$ cat src/rtl/counter_seq_ctrl_if.sv
// counter_seq_ctrl_if
//   Command/status bundle for the counter sequencing controller.
//   Optional feature macro: COUNTER_CTRL_PRESCALE_EN adds the prescale field.
//   Parameters : WIDTH - counter / terminal-value width
//                PRE_W - prescaler width (used only with the macro)
//   Commands   : start, pause, abort, auto_reload, load_val, [prescale]
//   Status     : count, busy, paused, done, state
//   Modports   : master - drives commands, observes status
//                slave  - the controller itself
interface counter_seq_ctrl_if #(
  parameter int WIDTH = 8,
  parameter int PRE_W = 4
);
  logic             start;
  logic             pause;
  logic             abort;
  logic             auto_reload;
  logic [WIDTH-1:0] load_val;
`ifdef COUNTER_CTRL_PRESCALE_EN
  logic [PRE_W-1:0] prescale;
`else
  localparam int unused_pre_w = PRE_W;
`endif
  logic [WIDTH-1:0] count;
  logic             busy;
  logic             paused;
  logic             done;
  logic [1:0]       state;

  modport master (
    output start, pause, abort, auto_reload, load_val,
`ifdef COUNTER_CTRL_PRESCALE_EN
    output prescale,
`endif
    input  count, busy, paused, done, state
  );

  modport slave (
    input  start, pause, abort, auto_reload, load_val,
`ifdef COUNTER_CTRL_PRESCALE_EN
    input  prescale,
`endif
    output count, busy, paused, done, state
  );
endinterface

$ cat src/rtl/counter_seq_ctrl.sv
// counter_seq_ctrl
//   Start/pause/abort sequencing around a binary up-counter that runs from 0
//   to a latched terminal value, in one-shot or auto-reload mode, with a
//   one-cycle done pulse on each terminal event. All outputs are registered.
//   Optional feature macro: COUNTER_CTRL_PRESCALE_EN (tick once every
//   prescale+1 RUN clocks instead of every RUN clock).
//   Ports:
//     clk     - clock, rising edge
//     reset_n - synchronous active-low reset
//     bus     - counter_seq_ctrl_if.slave (commands in, status out)
//
//   state  | meaning
//   -------+-----------------------------------------------
//   IDLE   | disarmed, count = 0, waiting for start
//   RUN    | counting one step per tick toward term
//   PAUSE  | pause held high, count and prescaler frozen
//   DONE   | one-shot finished, count holds term
module counter_seq_ctrl #(
  parameter int WIDTH = 8,
  parameter int PRE_W = 4
) (
  input logic               clk,
  input logic               reset_n,
  counter_seq_ctrl_if.slave bus
);

  typedef enum logic [1:0] {
    S_IDLE  = 2'd0,
    S_RUN   = 2'd1,
    S_PAUSE = 2'd2,
    S_DONE  = 2'd3
  } state_t;

  state_t           state_q;
  logic [WIDTH-1:0] count_q;
  logic [WIDTH-1:0] term_q;
  logic             mode_q;
  logic             busy_q;
  logic             paused_q;
  logic             done_q;

  logic             tick;
  logic             at_term;

`ifdef COUNTER_CTRL_PRESCALE_EN
  logic [PRE_W-1:0] prescale_q;
  logic [PRE_W-1:0] presc_q;
  logic [PRE_W-1:0] presc_d;

  // The prescaler only advances on non-paused RUN cycles (see the FSM), so
  // the first tick lands prescale+1 clocks after RUN entry.
  always_comb begin
    tick    = (presc_q == prescale_q);
    presc_d = tick ? '0 : presc_q + PRE_W'(1);
  end
`else
  localparam int unused_pre_w = PRE_W;
  assign tick = 1'b1;
`endif

  assign at_term = (count_q == term_q);

  always_ff @(posedge clk) begin
    if (!reset_n) begin
      state_q    <= S_IDLE;
      count_q    <= '0;
      term_q     <= '0;
      mode_q     <= 1'b0;
      busy_q     <= 1'b0;
      paused_q   <= 1'b0;
      done_q     <= 1'b0;
`ifdef COUNTER_CTRL_PRESCALE_EN
      prescale_q <= '0;
      presc_q    <= '0;
`endif
    end else begin
      done_q <= 1'b0;
      if (bus.abort) begin
        state_q  <= S_IDLE;
        count_q  <= '0;
        busy_q   <= 1'b0;
        paused_q <= 1'b0;
`ifdef COUNTER_CTRL_PRESCALE_EN
        presc_q  <= '0;
`endif
      end else begin
        case (state_q)
          S_IDLE, S_DONE: begin
            if (bus.start) begin
              state_q    <= S_RUN;
              count_q    <= '0;
              term_q     <= bus.load_val;
              mode_q     <= bus.auto_reload;
              busy_q     <= 1'b1;
              paused_q   <= 1'b0;
`ifdef COUNTER_CTRL_PRESCALE_EN
              prescale_q <= bus.prescale;
              presc_q    <= '0;
`endif
            end
          end
          S_RUN, S_PAUSE: begin
            if (bus.pause) begin
              state_q  <= S_PAUSE;
              paused_q <= 1'b1;
            end else begin
              // Leaving PAUSE is itself a counting cycle: only the edges
              // where pause is sampled high lose a tick.
              state_q  <= S_RUN;
              paused_q <= 1'b0;
`ifdef COUNTER_CTRL_PRESCALE_EN
              presc_q  <= presc_d;
`endif
              if (tick) begin
                if (at_term) begin
                  done_q <= 1'b1;
                  if (mode_q) begin
                    count_q <= '0;
                  end else begin
                    state_q <= S_DONE;
                    busy_q  <= 1'b0;
                  end
                end else begin
                  count_q <= count_q + WIDTH'(1);
                end
              end
            end
          end
          default: begin
            state_q <= S_IDLE;
          end
        endcase
      end
    end
  end

  assign bus.count  = count_q;
  assign bus.busy   = busy_q;
  assign bus.paused = paused_q;
  assign bus.done   = done_q;
  assign bus.state  = state_q;

endmodule

$ cat src/flat_wrapper.sv
// flat-port wrapper written by rule: the top's interface ports become plain ports
module counter_seq_ctrl_flat 
#(
  parameter int WIDTH = 8,
  parameter int PRE_W = 4
)
  (clk, reset_n, bus_start, bus_pause, bus_abort, bus_auto_reload, bus_load_val, bus_count, bus_busy, bus_paused, bus_done, bus_state);
  counter_seq_ctrl_if #(.WIDTH(WIDTH), .PRE_W(PRE_W)) bus_i ();
  input logic clk;
  input logic reset_n;
  input wire logic [$bits(bus_i.start)-1:0] bus_start;
  input wire logic [$bits(bus_i.pause)-1:0] bus_pause;
  input wire logic [$bits(bus_i.abort)-1:0] bus_abort;
  input wire logic [$bits(bus_i.auto_reload)-1:0] bus_auto_reload;
  input wire logic [$bits(bus_i.load_val)-1:0] bus_load_val;
  output wire logic [$bits(bus_i.count)-1:0] bus_count;
  output wire logic [$bits(bus_i.busy)-1:0] bus_busy;
  output wire logic [$bits(bus_i.paused)-1:0] bus_paused;
  output wire logic [$bits(bus_i.done)-1:0] bus_done;
  output wire logic [$bits(bus_i.state)-1:0] bus_state;
  assign bus_i.start = bus_start;
  assign bus_i.pause = bus_pause;
  assign bus_i.abort = bus_abort;
  assign bus_i.auto_reload = bus_auto_reload;
  assign bus_i.load_val = bus_load_val;
  assign bus_count = bus_i.count;
  assign bus_busy = bus_i.busy;
  assign bus_paused = bus_i.paused;
  assign bus_done = bus_i.done;
  assign bus_state = bus_i.state;
  counter_seq_ctrl #(.WIDTH(WIDTH), .PRE_W(PRE_W)) u_core (.clk(clk), .reset_n(reset_n), .bus(bus_i));
endmodule
$ cat config.mk
export PLATFORM = sky130hd
export DESIGN_NAME = counter_seq_ctrl_flat
export DESIGN_NICKNAME = d
export VERILOG_FILES = /design/src/rtl/counter_seq_ctrl_if.sv /design/src/rtl/counter_seq_ctrl.sv /design/src/flat_wrapper.sv
export SDC_FILE = /design/constraint.sdc
export NUM_CORES = 1
export LEC_CHECK = 0
export CORE_UTILIZATION = 30
export CTS_BUF_LIST = sky130_fd_sc_hd__clkbuf_4
export CTS_CLUSTER_SIZE = 30
export DETAILED_ROUTE_END_ITERATION = 6
export PLACE_DENSITY = 0.57
export SLEW_MARGIN = 10
export SYNTH_ARGS = -nofsm -noshare
export SYNTH_HDL_FRONTEND = slang
export SYNTH_SLANG_ARGS = --single-unit
$ cat constraint.sdc
create_clock -name clk -period 3.7 [get_ports clk]
set_input_delay 0.555 -clock clk [delete_from_list [all_inputs] [get_ports clk]]
set_output_delay 0.555 -clock clk [all_outputs]
set_load 0.05 [all_outputs]
==> flow_metrics.tcl <==
set metrics [dict create \
    layout.nets 176 \
    instances_no_fill 205 \
    fmax_mhz 445 \
    critPathLaunchType "register" \
    crit_family "buffers and inverters" \
    yosysTopAreaCellShare 0.398 \
    status "complete, no violations" \
    clock-sinks 22 \
    rsz0062_at_grt "false" \
    rrSetupSlack_ps 1660 \
    crit_required_ps 3140 \
    cts_resized 0 \
    synth.largest_area_cell "dfxtp_1" \
    min_path_type "register to register" \
    synth.most_common_cell "dfxtp_1" \
    drc_errors 0 \
    viasPerCell 4.96 \
    ys_warn_count 0 \
    synthArstFlopShare 0 \
    reg2reg_from "u_core.bus.state[0]" \
    worstSetupPathType "register to primary output" \
    pin_count 27 \
    synth_cells 136 \
    r2r_cells 5 \
    synth_cell_types 32 \
    avgRoutedWirePerCell_um 11.9 \
    clk_latency_ps 300 \
    setup_violations 0 \
    grt.overflow.total 0 \
    antenna_left 0 \
    worstSetupEndpointType "primary output" \
    synth_ff_type "dfxtp_1" \
    syn_area_per_cell_um2 8.14 \
    numCtsBuffers 3 \
    syn_area_um2 1110 \
    path_max_fanout 9 \
    synth-edff-count 0 \
    fp.coreArea_um2 3440 \
    drt-total-wl_um 2430 \
    r2r_end "u_core.term_q[1]" \
    period_share 0.607 \
    fin_crit_ps 2250 \
    worstPathArrival_ps 1690 \
    clk_pin_slew_ps 120 \
    leakage_nw 0.506 \
    dpl.hpwl_um 1890 \
    num_vias 1016 \
    antenna_found_initial 0 \
    drive_above_1_share 0.0189 \
    antenna_cells 0 \
    synth-seq-cells 22 \
    ys_seq_area_frac 0.398 \
    first_pass_iters 4 \
    path_buf_inv 1 \
    track_usage 0.124 \
    setup_ws_ps 1450 \
    grt_max_degree 16 \
    post-place-ws_ps 1330 \
    initial_utilization 0.322 \
    clockBufferDepth 2 \
    cts-root-buf "clkbuf_4" \
    htreeDepth 1 \
    io_buffers 26 \
    synthTopCellsByCount "22 x dfxtp_1, 21 x nand2_1, 9 x a21boi_0, 9 x o21ai_0, 9 x xor2_1" \
    hp-start "u_core.bus.paused" \
    drv_slew 0 \
    crit_slowest_cell "clkdlybuf4s50_1" \
    gp_congestion 0.736 \
    dieWidth_um 62.8 \
    clock-skew-final_ps 7.52 \
    drtIter0Drc 45 \
    dieHeight_um 62.8 \
    path_cells "clkdlybuf4s50_1" \
    post_cts_buffers 0 \
    fin_setup_tns_ps 0 \
    dp.cells 202 \
    min_to "u_core.bus.paused" \
    holdBufCountCts 0 \
    report.final.hold_viol_count 0 \
    cellPowerDensity_nw_per_um2 307 \
    cp_slowest_stage_delay_ps 870 \
    max_slew_margin 0.615 \
    die_area_um2 3940 \
    grt_pass1_wl_um 3950 \
    utilization 0.411 \
    whs_path_depth 2 \
    grt_pass1_vias 917 \
    cap_violations 0 \
    synth_area_leaders "dfxtp_1 40%, nand2_1 7.1%, xor2_1 7.1%, a21boi_0 6.1%, o21ai_0 4.1%" \
    num_rows 21 \
    area_growth_pct 27.9 \
    syn-num-nets 151 \
    tritoncts "built" \
    worst_pin_slew_ps 561 \
    ir_worst_vdd_v 0.000116 \
]
-- registers in the layout (all words and copies together) (netlist names) --
| name | flops |
|---|---|
| u_core.term_q | 8 |
| u_core.bus.busy | 1 |
| u_core.bus.count | 8 |
| u_core.bus.paused | 1 |
| u_core.mode_q | 1 |
| u_core.bus.done | 1 |
| u_core.bus.state | 2 |
-- where the power goes --
| part | internal, W | switching, W |
|---|---|---|
| sequential | 0.000244 | 0.00000652 |
| combinational | 0.0000304 | 0.0000450 |
| clock | 0.0000380 | 0.0000702 |
-- how the worst max path moves through the flow --
stage	to	startpoint	cells past startpoint
detailed placement	u_core.bus.count[7]	bus_abort	6
global placement	u_core.bus.count[7]	bus_abort	6
CTS	bus_count[3]	u_core.bus.count[3]	1
finish	bus_count[3]	u_core.bus.count[3]	1
global route	u_core.term_q[1]	u_core.bus.state[0]	5
floorplan	u_core.bus.count[4]	u_core.bus.count[3]	6
-- cell usage in the layout, fill, tap and decap left out, drive strengths merged, types with 3 or more instances in the layout --
cell / instances
inv: 6
a21boi: 9
nand2: 21
o21ai: 12
a31oi: 3
nand3: 5
nand2b: 3
nor2: 8
dfxtp: 22
o211ai: 4
xor2: 9
nor3: 5
clkbuf: 3
clkdlybuf4s50: 26
-- through the flow --
stage               power (W)  hold WS [ps]  cell area, µm²
detailed placement   0.000332           455            1390
finish               0.000434           466            1420
CTS                  0.000440           473            1420
global route         0.000453           505            1420
floorplan            0.000303           469            1110
global placement     0.000331           459            1390
-- cells by family after synthesis --
logic type / Yosys count / synth area share
xor gates and xnor gates: 10 / 0.0791
DFF: 22 / 0.398
muxes: 2 / 0.0181
AOI/OAI and AO/OA: 37 / 0.221
adders and majority gates: 1 / 0.0113
buffers and inverters: 12 / 0.0486
and+or+nand+nor: 52 / 0.224
-- area by class of cell --
type                            count  area, µm²
Fill cell                         351       2030
Multi-Input combinational cell    102        613
Sequential cell                    22        440
Timing Repair Buffer               26        260
Tap cell                           46       57.6
Clock buffer                        3       22.5
Inverter                            6       22.5
-- per-layer routing --
layer / up-vias / wire [µm] / GRT usage
li1: 525 / - / -
met1: 463 / 1180 / 0.158
met2: 24 / 1090 / 0.198
met3: 4 / 130 / 0.0310
met4: 0 / 30 / 0.0523
met5: - / 0 / 0
Note: power is estimated with default switching activity, not from simulation.
